## src/rtl/mnist_pkg.sv

```systemverilog
// mnist_pkg: shared constants and the receiver state type for mnist_frame_rx.
package mnist_pkg;

    localparam int IMG_W           = 16;
    localparam int IMG_H           = 16;
    localparam int BYTES_PER_FRAME = 32;
    localparam int IMG_BITS        = IMG_W * IMG_H;

    // Receiver states, also exported on the debug port of the top.
    typedef enum logic [0:0] {
        ST_IDLE = 1'b0,
        ST_FILL = 1'b1
    } state_e;

endpackage

```

## src/rtl/mnist_frame_rx_if.sv

```systemverilog
// mnist_frame_rx_if: byte stream in, completed image out.
// Handshake: byte_in/sof are consumed on every clock edge where byte_valid=1;
// there is no ready, so the receiver never stalls the source. sof is only
// meaningful together with byte_valid. image_valid and overrun_err are
// single-cycle pulses qualified by nothing else.
interface mnist_frame_rx_if;
    import mnist_pkg::*;

    logic [7:0]          byte_in;
    logic                byte_valid;
    logic                sof;
    logic [IMG_BITS-1:0] image_out;
    logic                image_valid;
    logic                overrun_err;
    logic [7:0]          frame_cnt;

    modport master (
        output byte_in, byte_valid, sof,
        input  image_out, image_valid, overrun_err, frame_cnt
    );

    modport slave (
        input  byte_in, byte_valid, sof,
        output image_out, image_valid, overrun_err, frame_cnt
    );

endinterface

```

## src/rtl/mnist_frame_rx.sv

```systemverilog
// mnist_frame_rx: assembles packed 1-bit pixel bytes into a 16x16 image.
// Byte k bit b lands on pixel 8k+(7-b). The fill buffer collects a frame
// while image_out keeps the previous complete image.
// Optional macro MNIST_RX_FREERUN_EN: ignore sof and cut the stream into
// frames of BYTES_PER_FRAME consecutive valid bytes counted from reset.
module mnist_frame_rx #(
    parameter int BYTES_PER_FRAME = 32,
    parameter int BYTE_W          = 8
) (
    input  logic              clk,
    input  logic              rst_n,
    mnist_frame_rx_if.slave   rx,
    output mnist_pkg::state_e dbg_state_o,
    output logic [4:0]        dbg_idx_o
);
    import mnist_pkg::*;

    localparam int          FRAME_BITS = BYTES_PER_FRAME * BYTE_W;
    localparam logic [4:0]  LAST_IDX   = 5'(BYTES_PER_FRAME - 1);
    localparam logic [0:0]  IDLE       = 1'b0;
    localparam logic [0:0]  FILL       = 1'b1;

`ifdef MNIST_RX_FREERUN_EN
    localparam bit FREERUN = 1'b1;
`else
    localparam bit FREERUN = 1'b0;
`endif

    logic [0:0]            state_q, state_d;
    logic [4:0]            idx_q, idx_d;
    logic [FRAME_BITS-1:0] fill_q, fill_d;
    logic [FRAME_BITS-1:0] img_q, img_d;
    logic                  img_v_q, img_v_d;
    logic                  ovr_q, ovr_d;
    logic [7:0]            cnt_q, cnt_d;
    logic [BYTE_W-1:0]     byte_rev;
    logic                  sof_eff;

    // In free-running mode frame alignment comes only from the byte count.
    assign sof_eff = FREERUN ? 1'b0 : rx.sof;

    // Bit 7 is the leftmost pixel, so it goes to the lowest pixel index.
    always_comb begin
        byte_rev = '0;
        for (int b = 0; b < BYTE_W; b++) begin
            byte_rev[BYTE_W-1-b] = rx.byte_in[b];
        end
    end

    // Next-state logic: byte placement, frame completion and abort.
    always_comb begin
        state_d = state_q;
        idx_d   = idx_q;
        fill_d  = fill_q;
        img_d   = img_q;
        img_v_d = 1'b0;
        ovr_d   = 1'b0;
        cnt_d   = cnt_q;
        if (rx.byte_valid) begin
            case (state_q)
                IDLE: begin
                    if (sof_eff || FREERUN) begin
                        fill_d[BYTE_W-1:0] = byte_rev;
                        idx_d              = 5'd1;
                        state_d            = FILL;
                    end
                end
                default: begin
                    if (sof_eff) begin
                        // A new start while filling drops the partial frame.
                        fill_d[BYTE_W-1:0] = byte_rev;
                        idx_d              = 5'd1;
                        ovr_d              = 1'b1;
                    end else begin
                        fill_d[idx_q*BYTE_W +: BYTE_W] = byte_rev;
                        if (idx_q == LAST_IDX) begin
                            img_d   = fill_d;
                            img_v_d = 1'b1;
                            cnt_d   = cnt_q + 8'd1;
                            idx_d   = 5'd0;
                            state_d = FREERUN ? FILL : IDLE;
                        end else begin
                            idx_d = idx_q + 5'd1;
                        end
                    end
                end
            endcase
        end
    end

    // State and output registers with synchronous active-low reset.
    always_ff @(posedge clk) begin
        if (!rst_n) begin
            state_q <= IDLE;
            idx_q   <= 5'd0;
            fill_q  <= '0;
            img_q   <= '0;
            img_v_q <= 1'b0;
            ovr_q   <= 1'b0;
            cnt_q   <= 8'd0;
        end else begin
            state_q <= state_d;
            idx_q   <= idx_d;
            fill_q  <= fill_d;
            img_q   <= img_d;
            img_v_q <= img_v_d;
            ovr_q   <= ovr_d;
            cnt_q   <= cnt_d;
        end
    end

    assign rx.image_out   = img_q;
    assign rx.image_valid = img_v_q;
    assign rx.overrun_err = ovr_q;
    assign rx.frame_cnt   = cnt_q;
    assign dbg_state_o    = state_e'(state_q);
    assign dbg_idx_o      = idx_q;

endmodule

```

## src/flat_wrapper.sv

```systemverilog
// flat-port wrapper written by rule: the top's interface ports become plain ports
module mnist_frame_rx_flat import mnist_pkg::*;
#(
    parameter int BYTES_PER_FRAME = 32,
    parameter int BYTE_W          = 8
)
  (clk, rst_n, dbg_state_o, dbg_idx_o, rx_byte_in, rx_byte_valid, rx_sof, rx_image_out, rx_image_valid, rx_overrun_err, rx_frame_cnt);
  mnist_frame_rx_if rx_i ();
  input  logic clk;
  input  logic rst_n;
  output mnist_pkg::state_e dbg_state_o;
  output logic [4:0] dbg_idx_o;
  input wire logic [$bits(rx_i.byte_in)-1:0] rx_byte_in;
  input wire logic [$bits(rx_i.byte_valid)-1:0] rx_byte_valid;
  input wire logic [$bits(rx_i.sof)-1:0] rx_sof;
  output wire logic [$bits(rx_i.image_out)-1:0] rx_image_out;
  output wire logic [$bits(rx_i.image_valid)-1:0] rx_image_valid;
  output wire logic [$bits(rx_i.overrun_err)-1:0] rx_overrun_err;
  output wire logic [$bits(rx_i.frame_cnt)-1:0] rx_frame_cnt;
  assign rx_i.byte_in = rx_byte_in;
  assign rx_i.byte_valid = rx_byte_valid;
  assign rx_i.sof = rx_sof;
  assign rx_image_out = rx_i.image_out;
  assign rx_image_valid = rx_i.image_valid;
  assign rx_overrun_err = rx_i.overrun_err;
  assign rx_frame_cnt = rx_i.frame_cnt;
  mnist_frame_rx #(.BYTES_PER_FRAME(BYTES_PER_FRAME), .BYTE_W(BYTE_W)) u_core (.clk(clk), .rst_n(rst_n), .rx(rx_i), .dbg_state_o(dbg_state_o), .dbg_idx_o(dbg_idx_o));
endmodule
```

## config.mk

```make
export PLATFORM = sky130hd
export DESIGN_NAME = mnist_frame_rx_flat
export DESIGN_NICKNAME = d
export VERILOG_FILES = /design/src/rtl/mnist_pkg.sv /design/src/rtl/mnist_frame_rx_if.sv /design/src/rtl/mnist_frame_rx.sv /design/src/flat_wrapper.sv
export SDC_FILE = /design/constraint.sdc
export NUM_CORES = 1
export LEC_CHECK = 0
export BUFFER_PORTS_ARGS = -buffer_cell sky130_fd_sc_hd__buf_2
export CAP_MARGIN = 0
export CORE_UTILIZATION = 42
export DETAILED_ROUTE_END_ITERATION = 10
export HOLD_SLACK_MARGIN = 0.15
export SETUP_SLACK_MARGIN = 0.15
export SLEW_MARGIN = 20
export SYNTH_ARGS = -nofsm -noshare
export SYNTH_HDL_FRONTEND = slang
export SYNTH_SLANG_ARGS = --single-unit
export TNS_END_PERCENT = 5
```

## constraint.sdc

```tcl
create_clock -name clk -period 6.9 [get_ports clk]
set_input_delay 0.69 -clock clk [delete_from_list [all_inputs] [get_ports clk]]
set_output_delay 0.69 -clock clk [all_outputs]
set_load 0.005 [all_outputs]
```

=== Word level (Yosys, flattened, before mapping) ===
Cells that the tools add are included.

* Flip-flop bits (word level): 528
* Bits in latches: 0
* Memory bits (writable): 0
* Memory bits (read-only): 0
* Input bits: 12
* Memories: 0

* $add $sub $neg: 3
* Multiply operators: 0
* Div/mod/pow operators: 0
* Magnitude comparators: 0
* Eq/ne operators: 1
* Shifts and indexed selects: 2
* Mux-type cells: 13
* Bitwise logic cells: 4
* Reduce and logical (&&, ||, !) cells: 6

{| class="wikitable"
|+ Operators by type and width
! cell !! count
|-
| 256-bit bitwise mux || 1
|-
| 8-bit by 34-bit variable shift with 256-bit output (first input constant) || 1
|-
| 8-bit by 34-bit variable part select with 256-bit output || 1
|-
| 8-bit negation with 34-bit output || 1
|-
| 8-bit 2-to-1 mux || 3
|-
| 5-bit 2-to-1 mux || 4
|-
| 8-bit by 1-bit adder with 8-bit output (second input constant) || 1
|-
| 3-bit AND reduction || 2
|-
| 5-bit by 1-bit adder with 5-bit output (second input constant) || 1
|-
| 5-bit == test (second input constant) || 1
|-
| 1-bit 2-to-1 mux || 5
|-
| 1-bit NOT || 4
|-
| 4-bit AND reduction || 1
|-
| 4-bit OR reduction || 1
|-
| 2-bit AND reduction || 1
|-
| 2-bit nonzero test || 1
|}

=== Longest topological paths before layout ===
* Depth after elaboration: 5
* Depth in mapped cells: 16
* Gate-level depth less buffers: 10

=== Worst setup path after synthesis ===
OpenSTA, ideal clock, no wires.

* Path type: reg-to-reg
* From: register u_core.idx_q[0], in the netlist u_core.dbg_idx_o[0]
* To: register u_core.fill_q[87]
* Setup time: 0.125 ns
* Arrival: 2.942 ns
* Setup slack: 3.833 ns
* Stages on the path, launching flop included: 16
* Path buffers: 5
* Clock period less this slack: 3.067 ns
* Cell sequence: dfxtp_1 buf_6 buf_2 inv_1 ha_1 nand2b_1 nor2_1 ha_1 buf_2 or3b_1 buf_6 a2111oi_2 nand2_1 buf_2 nand3_1 o21ai_0

* Cells in the longest elaborated chain, start to end: 3
* Elaborated cells between the ends (all ways): 4
* Those cells by class: add/sub: 1; shift: 2; mux: 1

{| class="wikitable"
|+ Ends and longest elaborated chain
! what !! line !! text
|-
| start: declaration || mnist_frame_rx.sv:30 || <nowiki>logic [4:0] idx_q, idx_d;</nowiki>
|-
| start signal: assignment || mnist_frame_rx.sv:103 || <nowiki>idx_q <= idx_d;</nowiki>
|-
| 8-bit negation with 34-bit output (*) || mnist_frame_rx.sv:75 || <nowiki>fill_d[idx_q*BYTE_W +: BYTE_W] = byte_rev;</nowiki>
|-
| 8-bit by 34-bit variable part select with 256-bit output / 8-bit by 34-bit variable shift with 256-bit output (equally long branches) || mnist_frame_rx.sv:75 ||
|-
| 256-bit bitwise mux (*) || mnist_frame_rx.sv:75 ||
|-
| end signal: assignment || mnist_frame_rx.sv:104 || <nowiki>fill_q <= fill_d;</nowiki>
|-
| end: declaration || mnist_frame_rx.sv:31 || <nowiki>logic [FRAME_BITS-1:0] fill_q, fill_d;</nowiki>
|}

Every way passes the cells marked *; elsewhere a longest branch is shown, timed or not.
A chain may end at the register's enable or synchronous reset.

=== Worst setup path in the final report ===
* From: register u_core.idx_q[0], in the netlist u_core.dbg_idx_o[0]
* To: register u_core.img_q[82], in the netlist u_core.rx.image_out[82]

* Cells in the longest elaborated chain, start to end: 3
* Elaborated cells between the ends (all ways): 6
* Those cells by class: add/sub: 1; eq/ne: 1; shift: 2; mux: 1; reduce/logical: 1

{| class="wikitable"
|+ Ends and longest elaborated chain
! what !! line !! text
|-
| 8-bit negation with 34-bit output || mnist_frame_rx.sv:75 ||
|-
| 8-bit by 34-bit variable part select with 256-bit output / 8-bit by 34-bit variable shift with 256-bit output (equally long branches) || mnist_frame_rx.sv:75 ||
|-
| 256-bit bitwise mux || mnist_frame_rx.sv:75 ||
|-
| end signal: assignment || mnist_frame_rx.sv:105 || <nowiki>img_q <= img_d;</nowiki>
|-
| end: declaration || mnist_frame_rx.sv:32 || <nowiki>logic [FRAME_BITS-1:0] img_q, img_d;</nowiki>
|}

Parallel ways exist; a longest one is shown, timed or not.

==> flow_metrics.tcl <==
set metrics [dict create \
    status "finished, final reports clean" \
    clk_pin_slew_ps 60 \
    whs_ps 443.3 \
    setup_tns_ps 0 \
    port_buffers 283 \
    clock_sinks 528 \
    tightest_slew_ps 1161 \
    die_w_um 227.9 \
    syn_area_per_cell_um2 8.676 \
    post-route-cell-area_um2 24710 \
    crit_chain "inv_1 > ha_1 > nand2b_1 > nor2_1 > ha_1 > o311a_1 > a31o_2 > nor2b_1 > nor3_1 > a211oi_1" \
    start_kind "flip-flop" \
    grt_overflow 0 \
    synth_ff_type "dfxtp_1" \
    grt_pass1_wl_um 106500 \
    ant_nets 0 \
    critPathKind "flip-flop to flip-flop" \
    p_per_area_nw_per_um2 253.7 \
    netlist_area_um2 21430 \
    yosys.area.top_type "dfxtp_1" \
    maxCapViolations 0 \
    via_per_inst 5.754 \
    synth_async_sr_flop_share_pct 0 \
    drc 0 \
    area_delta_synth_final_pct 15.30 \
    wl_um 69460 \
    crit_family "simple AND/OR/NAND/NOR gates" \
    synthTopCellsByArea "dfxtp_1 (49%), o21ai_0 (9.2%), mux2i_1 (6.7%)" \
    finalHoldViolations 0 \
    clock-skew-final_ps 15.57 \
    rsz0062_at_grt "no" \
    htree_num_levels 2 \
    fmax_mhz 222.8 \
    vias 19040 \
    drive_gt1_share_pct 15.89 \
    synth_top_area_share_pct 49.32 \
    fin_crit_ps 4489 \
    synth_nets 2487 \
    end_kind "flip-flop" \
    drv_slew 0 \
    setup_violations 0 \
    final_net_count 2611 \
    cp_slowest_cell "dfxtp_1" \
    vdd_drop_max_mv 0.1864 \
    dr.pass1.iters 5 \
    drtIter0Drc 1578 \
    rows 82 \
    p_leak_nw 10.22 \
    holdBufCountCts 0 \
    synth-edff-count 0 \
    track_usage_pct 25.79 \
    ys_ff_latch 528 \
    fp.dieH_um 227.9 \
    cts.path.max_buffers 3 \
    worstSkewPairLatency_ps 600 \
    first_global_vias 17810 \
    ys.warnings.count 0 \
    cp_data_required_time_ps 7400 \
    ios 284 \
    cts_tree "built" \
    dieArea_um2 51930 \
    cts_root_buf "clkbuf_16" \
    critPathBufInv 1 \
    critPathMostFrequentCell "ha_1" \
    post-cts-setup-buffers 0 \
    core_area_um2 50270 \
    crit_fanout 30 \
    grt_max_degree 288 \
    ctsResizeCount 0 \
    antennaDiodeCount 0 \
    dpl.hpwl_um 44980 \
    cts_buffers 55 \
    antenna_found_initial 0 \
    routabilityCongestion 0.8629 \
    crit_arrival_ps 4990 \
    syn-instance-count 2470 \
    synthDistinctLibCells 61 \
    cp_slowest_stage_delay_ps 930 \
    maxSlewHeadroom_pct 22.57 \
    hp-class "input pin to flip-flop" \
    initial_core_util_pct 42.63 \
    wl_per_cell_um 20.99 \
    ys_seq_area_share_pct 49.32 \
    timing.final.crit_share_pct 65.06 \
    dpl_cell_area_um2 22860 \
    n_fill_cell 4803 \
]
-- tightest hold or removal path: stages --
cell and delay (ps):
buf_2 140, nand3_1 80, o21ai_0 70
-- layout by cell type, fill, tap and decap left out, types with 10 or more instances in the layout --
| cell | synthesis | final |
|---|---|---|
| a221oi_1 | 16 | 16 |
| and3_1 | 29 | 29 |
| clkbuf_16 | 0 | 57 |
| a211oi_1 | 116 | 116 |
| dfxtp_1 | 528 | 528 |
| nor2b_1 | 16 | 16 |
| o21ai_0 | 396 | 396 |
| clkbuf_1 | 165 | 18 |
| a21oi_1 | 179 | 179 |
| and2_1 | 22 | 22 |
| nor2_1 | 50 | 50 |
| clkbuf_8 | 0 | 12 |
| nand3_1 | 193 | 193 |
| nand2_2 | 10 | 10 |
| buf_4 | 10 | 11 |
| a21boi_0 | 34 | 34 |
| mux2i_1 | 144 | 144 |
| nand4_1 | 19 | 19 |
| a31oi_1 | 27 | 27 |
| nor3_1 | 139 | 139 |
| buf_2 | 35 | 282 |
| nand2_1 | 246 | 246 |
-- routing by layer --
layer / part of all wire [%] / up-vias / global-route usage, %
met5: 0 / - / 0
met4: 2.7 / 0 / 8.473
met3: 6.6 / 112 / 4.425
met2: 45 / 681 / 40.83
met1: 45 / 9113 / 35.57
li1: - / 9134 / -
-- sequential cells by signal, summed over array words and instances, names as in the netlist --
register / flops
u_core.dbg_idx_o: 5
u_core.fill_q: 256
u_core.rx.frame_cnt: 8
u_core.rx.overrun_err: 1
u_core.rx.image_out: 256
u_core.rx.image_valid: 1
u_core.dbg_state_o: 1
-- Yosys cell counts, types with 7 or more instances --
| cell | number |
|---|---|
| nand3_1 | 193 |
| buf_6 | 8 |
| nand2_2 | 10 |
| and2_1 | 22 |
| nor2_1 | 50 |
| xnor2_1 | 7 |
| and3_1 | 29 |
| a211oi_1 | 116 |
| dfxtp_1 | 528 |
| nor2b_1 | 16 |
| clkbuf_1 | 165 |
| a31oi_1 | 27 |
| buf_1 | 13 |
| nor3_1 | 139 |
| buf_2 | 35 |
| a221oi_1 | 16 |
| a21boi_0 | 34 |
| buf_4 | 10 |
| a21oi_1 | 179 |
| nand2_1 | 246 |
| nand4_1 | 19 |
| o21ai_0 | 396 |
| mux2i_1 | 144 |
-- cells by family (layout without fill, tap and decap cells) --
logic type	after synthesis	in the layout	share of synthesized area (%)
compound gates	791	791	21.10
simple gates	756	756	17.34
flops	528	528	49.32
buf+inv	236	403	4.799
mux	145	145	6.778
xor+xnor	9	9	0.3678
fa+ha+maj	5	5	0.2919
-- final timing paths --
path                  startpoint                       to  slack [ps]  cells after the start
max          u_core.dbg_idx_o[0]  u_core.rx.image_out[82]        2410                     10
min                rx_byte_valid         u_core.fill_q[7]         440                      3
max reg2reg  u_core.dbg_idx_o[0]  u_core.rx.image_out[82]        2410                     10
min reg2reg   u_core.fill_q[126]       u_core.fill_q[126]         460                      2
-- power by group --
| group | leakage [nW] | total, mW | switching, mW | internal [mW] |
|---|---|---|---|---|
| combinational | 5.07 | 0.195 | 0.152 | 0.0437 |
| clock | 0.902 | 3.01 | 1.23 | 1.79 |
| sequential | 4.25 | 3.06 | 0.00626 | 3.05 |
-- stage by stage --
step	util [%]	std cells	total power, mW	setup WS, ps
after floorplan	-	2470	3.251	3833
after global routing	49.15	3309	6.443	1964
after global placement	45.47	3208	3.311	2682
after CTS	49.09	3308	6.307	2481
final	49.15	3309	6.269	2411
after detailed placement	45.47	3208	3.315	2502
-- final cells by class --
class	count	area (µm²)	share of cell area (%)
clock buffer	87	1659	6.715
clock inverter	13	165.2	0.6684
sequential	528	10570	42.78
tap	672	840.8	3.403
timing repair buffer	299	1617	6.542
multi-input combinational	1706	9842	39.83
inverter	4	15.01	0.06077
Note: power is estimated with default switching activity, not from simulation.
